<file path="src/rtl/vedic_mac_accumulator_pkg.sv">
// Shared definitions for the Vedic multiplier dot-product back end:
// default widths, pipeline depth, accumulator sizing and FSM state encoding.
package vedic_mac_accumulator_pkg;

  localparam int DEF_N       = 32;
  localparam int DEF_GUARD   = 8;
  localparam int DEF_MUL_LAT = 2;
  localparam int DEF_CNT_W   = 16;

  localparam logic [1:0] ST_ACCUM = 2'd0;
  localparam logic [1:0] ST_DRAIN = 2'd1;
  localparam logic [1:0] ST_HOLD  = 2'd2;

  // Accumulator holds a full product plus guard bits for long vectors.
  function automatic int acc_width(input int n, input int guard);
    return 2 * n + guard;
  endfunction

endpackage

</file>
<file path="src/rtl/vedic_valid_delay.sv">
// Tracks {valid,last} of accepted operand pairs alongside a fixed-latency
// multiplier so each product can be matched with its pair's flags.
module vedic_valid_delay
  import vedic_mac_accumulator_pkg::*;
#(
  parameter int DEPTH = DEF_MUL_LAT
) (
  input  logic clk,
  input  logic rst,
  input  logic in_valid,
  input  logic in_last,
  output logic tail_valid,
  output logic tail_last
);

  logic [DEPTH-1:0] vld;
  logic [DEPTH-1:0] lst;

  // last is gated by valid so a bubble never carries a stray last flag.
  always_ff @(posedge clk) begin
    if (rst) begin
      vld <= '0;
      lst <= '0;
    end else begin
      vld[0] <= in_valid;
      lst[0] <= in_valid && in_last;
      for (int i = 1; i < DEPTH; i++) begin
        vld[i] <= vld[i-1];
        lst[i] <= lst[i-1];
      end
    end
  end

  assign tail_valid = vld[DEPTH-1];
  assign tail_last  = lst[DEPTH-1];

endmodule

</file>
<file path="src/rtl/vedic_mac_accumulator.sv">
// Dot-product accumulator fed by an external pipelined 32x32 Vedic multiplier:
// accepts operand pairs, accumulates aligned products, emits one sum per vector.
module vedic_mac_accumulator
  import vedic_mac_accumulator_pkg::*;
#(
  parameter int N       = DEF_N,
  parameter int GUARD   = DEF_GUARD,
  parameter int MUL_LAT = DEF_MUL_LAT,
  parameter int CNT_W   = DEF_CNT_W,
  parameter int ACC_W   = acc_width(N, GUARD)
) (
  input  logic             clk,
  input  logic             rst,
  input  logic             op_valid,
  output logic             op_ready,
  input  logic             op_last,
  input  logic [N-1:0]     op_a,
  input  logic [N-1:0]     op_b,
  output logic [N-1:0]     mul_a,
  output logic [N-1:0]     mul_b,
  input  logic [2*N-1:0]   mul_p,
  output logic             out_valid,
  input  logic             out_ready,
  output logic [ACC_W-1:0] out_sum,
  output logic [CNT_W-1:0] out_count,
  output logic             out_ovf
);

  logic [1:0]       state;
  logic [ACC_W-1:0] acc;
  logic [CNT_W-1:0] cnt;
  logic             ovf;
  logic             fire;
  logic             tail_valid;
  logic             tail_last;
  logic [ACC_W:0]   sum;
  logic             carry;

  assign mul_a    = op_a;
  assign mul_b    = op_b;
  assign op_ready = (state == ST_ACCUM);
  assign fire     = op_valid && op_ready;

  vedic_valid_delay #(
    .DEPTH (MUL_LAT)
  ) u_delay (
    .clk        (clk),
    .rst        (rst),
    .in_valid   (fire),
    .in_last    (op_last),
    .tail_valid (tail_valid),
    .tail_last  (tail_last)
  );

  // One extra bit catches the wrap; the stored sum is taken modulo 2^ACC_W.
  assign sum   = {1'b0, acc} + {{(ACC_W + 1 - 2 * N){1'b0}}, mul_p};
  assign carry = sum[ACC_W];

  always_ff @(posedge clk) begin
    if (rst) begin
      state     <= ST_ACCUM;
      acc       <= '0;
      cnt       <= '0;
      ovf       <= 1'b0;
      out_valid <= 1'b0;
      out_sum   <= '0;
      out_count <= '0;
      out_ovf   <= 1'b0;
    end else begin
      if (fire && (cnt != '1)) begin
        cnt <= cnt + CNT_W'(1);
      end
      case (state)
        ST_ACCUM: begin
          if (tail_valid && !tail_last) begin
            acc <= sum[ACC_W-1:0];
            ovf <= ovf | carry;
          end
          if (fire && op_last) begin
            state <= ST_DRAIN;
          end
        end
        // No new pairs arrive here, so clearing cnt cannot lose a term.
        ST_DRAIN: begin
          if (tail_valid) begin
            if (tail_last) begin
              out_sum   <= sum[ACC_W-1:0];
              out_count <= cnt;
              out_ovf   <= ovf | carry;
              out_valid <= 1'b1;
              acc       <= '0;
              cnt       <= '0;
              ovf       <= 1'b0;
              state     <= ST_HOLD;
            end else begin
              acc <= sum[ACC_W-1:0];
              ovf <= ovf | carry;
            end
          end
        end
        ST_HOLD: begin
          if (out_ready) begin
            out_valid <= 1'b0;
            state     <= ST_ACCUM;
          end
        end
        default: begin
          state <= ST_ACCUM;
        end
      endcase
    end
  end

endmodule
</file>
<file path="config.mk">
export PLATFORM = sky130hd
export DESIGN_NAME = vedic_mac_accumulator
export DESIGN_NICKNAME = d
export VERILOG_FILES = /design/src/rtl/vedic_mac_accumulator_pkg.sv /design/src/rtl/vedic_valid_delay.sv /design/src/rtl/vedic_mac_accumulator.sv
export SDC_FILE = /design/constraint.sdc
export NUM_CORES = 1
export LEC_CHECK = 0
export CAP_MARGIN = 5
export CORE_ASPECT_RATIO = 1.5
export CORE_MARGIN = 3
export CORE_UTILIZATION = 50
export CTS_CLUSTER_SIZE = 40
export DETAILED_ROUTE_END_ITERATION = 8
export GPL_ROUTABILITY_DRIVEN = 0
export PLACE_DENSITY = 0.91
export SYNTH_ARGS = -nofsm -noshare
export SYNTH_HDL_FRONTEND = slang
export SYNTH_HIERARCHICAL = 1
export SYNTH_SLANG_ARGS = --single-unit
</file>
<file path="constraint.sdc">
create_clock -name clk -period 3.5 [get_ports clk]
set_input_delay 0.525 -clock clk [delete_from_list [all_inputs] [get_ports clk]]
set_output_delay 0.525 -clock clk [all_outputs]
set_load 0.05 [all_outputs]
</file>
==> results.sh <==
export IMPL_status="finished with violations"
export IMPL_violations="DRC"
export IMPL_min_to="out_count[8]$_SDFFE_PP0P_"
export IMPL_seq_area_um2=3704
export IMPL_numClockSinks=185
export IMPL_fin_crit_sh_pct=97.03
export IMPL_r2r_end="acc[56]$_SDFFE_PP0P_"
export IMPL_r2r_cells=14
export IMPL_syn_cell_area_um2=10910
export IMPL_area_growth_syn_to_layout_pct=25.05
export IMPL_hold_viol_final=0
export IMPL_grt_pass1_wl_um=54020
export IMPL_syn_area_per_cell_um2=7.860
export IMPL_wl_um=33870
export IMPL_dpl_hpwl_um=24850
export IMPL_cts_hold_buffers_added=0
export IMPL_first_pass_iters=8
export IMPL_antenna_left=0
export IMPL_r2r_start="acc[0]$_SDFFE_PP0P_"
export IMPL_cts_max_level=4
export IMPL_postSynthCellCount=1388
export IMPL_clock_skew_ns=0.01738
export IMPL_setup_viol=0
export IMPL_die_area_um2=23660
export IMPL_p_per_area_nw_per_um2=360.6
export IMPL_ys_warn_count=6
export IMPL_routed_via_count=11130
export IMPL_period_needed_ns=3.396
export IMPL_synth_edf_count=0
export IMPL_path_class="primary input to flip-flop"
export IMPL_antenna_found_initial=1
export IMPL_drv_cap=0
export IMPL_worstMarginPinSlew_ns=0.7057
export IMPL_critPathArrivalTime_ns=3.69
export IMPL_synth_top_flop_cell="dfxtp_1"
export IMPL_vias_per_cell=6.054
export IMPL_clock_latency_ns=0.46
export IMPL_rrSetupSlack_ns=0.29
export IMPL_finalMaxSlewViolations=0
export IMPL_setup_tns_ns=0
export IMPL_synthesis_nets=1587
export IMPL_max_slew_margin_pct=52.95
export IMPL_end_kind="flip-flop"
export IMPL_hold_class="primary input to flip-flop"
export IMPL_drive_gt1_share_pct=12.05
export IMPL_io_pins=288
export IMPL_wire_per_inst_um=18.43
export IMPL_placed_cells=1804
export IMPL_synthArstFlopShare_pct=0
export IMPL_critPathLaunchType="primary input"
export IMPL_start_util_pct=51.39
export IMPL_hp_start="rst"
export IMPL_die_width_um=126.6
export IMPL_track_usage_pct=27.72
export IMPL_fin_nets=1755
export IMPL_cts_tree="done"
export IMPL_yosysSeqAreaShare_pct=33.95
export IMPL_max_clock_freq_ghz=0.2944
export IMPL_hold_depth=2
export IMPL_peakVddDrop_v=0.0003592
export IMPL_core_area_um2=21230
export IMPL_cp_max_fo=3
export IMPL_cts_root_buffer_cell="clkbuf_16"
export IMPL_ys_top_cells_by_area="dfxtp_1 (34%), a21oi_1 (8.0%), ha_1 (7.5%)"
export IMPL_die_height_um=186.9
export IMPL_synth_top_cell_area_share_pct=33.95
export IMPL_worstPathRequired_ns=3.80
export IMPL_yosysTopAreaCell="dfxtp_1"
export IMPL_synth_seq_cells=185
export IMPL_instances_no_fill=1838
export IMPL_cts_buffer_depth=2
export IMPL_fill_cells=1649
export IMPL_synth_cell_types=73
export IMPL_grt_pass1_vias=11340
export IMPL_path_clk_slew_ns=0.07
export IMPL_route_detailed_drc=1
export IMPL_rows=65
export IMPL_grt_max_degree=105
export IMPL_multi_input_area_um2=6351
export IMPL_cts_made_buffers=17
export IMPL_io_buffers=159
export IMPL_drt_iter0_drc=991
export IMPL_grt_ovfl_total=0
export IMPL_cellLeakagePower_nw=5.396
[flip-flops by register name, indices dropped and copies added, names as in the netlist]
register and count:
cnt 16, state 2, out_ovf 1, out_valid 1, out_count 16, u_delay/lst 2
out_sum 72, acc 72, ovf 1, u_delay/vld 2
[routing by layer]
layer	track usage, %	part of all wire [%]	vias up	routed length [um]
li1	-	-	5181	-
met2	48.45	50	553	16980
met4	22.67	8.1	0	2758
met3	5.686	6.9	237	2334
met5	0	0	-	0
met1	27.87	35	5157	11790
[power breakdown]
group          switching, mW  total, mW  internal (mW)  leakage [nW]
combinational          0.481      0.867          0.385          3.63
sequential            0.0244       2.16           2.14          1.49
clock                  0.948       1.89          0.942         0.275
total                   1.45       4.92           3.47          5.40
[synth_stat cells (all sizes together), types with 17 or more instances]
master  count
or3        17
nand3      30
a21oi     176
nand2     215
a22oi      27
nor2       92
xnor2      46
clkbuf     57
a21o       34
ha         65
inv        28
o21ai      87
a22o       20
xor2       33
buf        84
nand4      30
dfxtp     185
[critical path, cell delays in order]
cell,delay [ns]
clkdlybuf4s50_1,0.41
ha_1,0.21
inv_1,0.07
fa_1,0.19
nor2b_1,0.06
o211ai_1,0.23
a311oi_2,0.16
o211ai_1,0.43
nand2_1,0.18
a21boi_1,0.35
o211ai_2,0.20
a21boi_1,0.26
buf_4,0.16
xor2_1,0.14
o21ai_0,0.11
[final cells by class]
class / count / share of cell area (%)
diodes: 1 / 0.01834
clock buffers: 18 / 3.146
clock inverters: 14 / 0.9539
inverters: 28 / 0.7704
multi-input cells: 1034 / 46.56
flip-flops and latches: 185 / 27.15
well taps: 268 / 2.458
repair buffers: 290 / 18.95
[repair_timing]
action | in CTS | in global routing
resized for setup | 0 | 5
setup buffers | 0 | 1
setup endpoints to repair | 0 | 28
[worst max-delay path by stage]
stage	start	to	slack [ns]	cells after the start
2_1_floorplan	mul_p[0]	acc[66]$_SDFFE_PP0P_	0.36	13
3_3_place_gp	mul_p[0]	acc[48]$_SDFFE_PP0P_	-0.34	14
3_5_place_dp	mul_p[0]	acc[48]$_SDFFE_PP0P_	-0.41	14
6_report	mul_p[0]	acc[56]$_SDFFE_PP0P_	0.10	15
5_1_grt	mul_p[1]	acc[59]$_SDFFE_PP0P_	-0.01	13
4_1_cts	mul_p[0]	acc[48]$_SDFFE_PP0P_	0.05	14
[cells by family (layout without fill, tap and decap cells)]
family	Yosys count	count (layout)	synth area share [%]
fa+ha+maj	66	66	7.638
mux	1	1	0.09176
xor+xnor	79	79	6.343
buf+inv	169	350	8.224
flops	185	185	33.95
compound gates	445	445	25.61
simple gates	443	443	18.14
other cells	0	1	0
[stage by stage]
step / total power [mW] / area (um2) / hold slack, ns / setup slack [ns] / util [%]
after floorplan: 2.885 / 10910 / 0.4138 / 0.3566 / -
after global placement: 3.019 / 13050 / 0.4169 / -0.3448 / 61.47
after detailed placement: 3.043 / 13050 / 0.4458 / -0.4124 / 61.47
after CTS: 4.904 / 13610 / 0.4216 / 0.04543 / 64.11
after global routing: 5.080 / 13640 / 0.4445 / -0.01120 / 64.27
final: 4.919 / 13640 / 0.4168 / 0.1038 / 64.27
[cells in the final DEF, fill, tap and decap left out, types with 4 or more instances in the layout]
cell               n
a211oi_1          13
buf_4            131
ha_1              65
nand2_1          214
nor2b_1            9
clkbuf_16         17
nand2b_1           6
a21o_1            34
inv_1             28
o21ai_0           70
nor2_1            89
clkdlybuf4s50_1  158
a31oi_1           12
nand3_1           28
inv_8              5
and3_1             7
o211ai_1           9
o21a_1            11
xnor2_1           46
a21oi_1          175
a22oi_1           27
nand4_1           30
nor3_1            15
xor2_1            33
or3_1             16
dfxtp_1          185
a22o_1            20
clkinv_4           4
o21bai_1          15
o21ai_1           17
and2_1             6
Note: power is estimated with default switching activity, not from simulation.
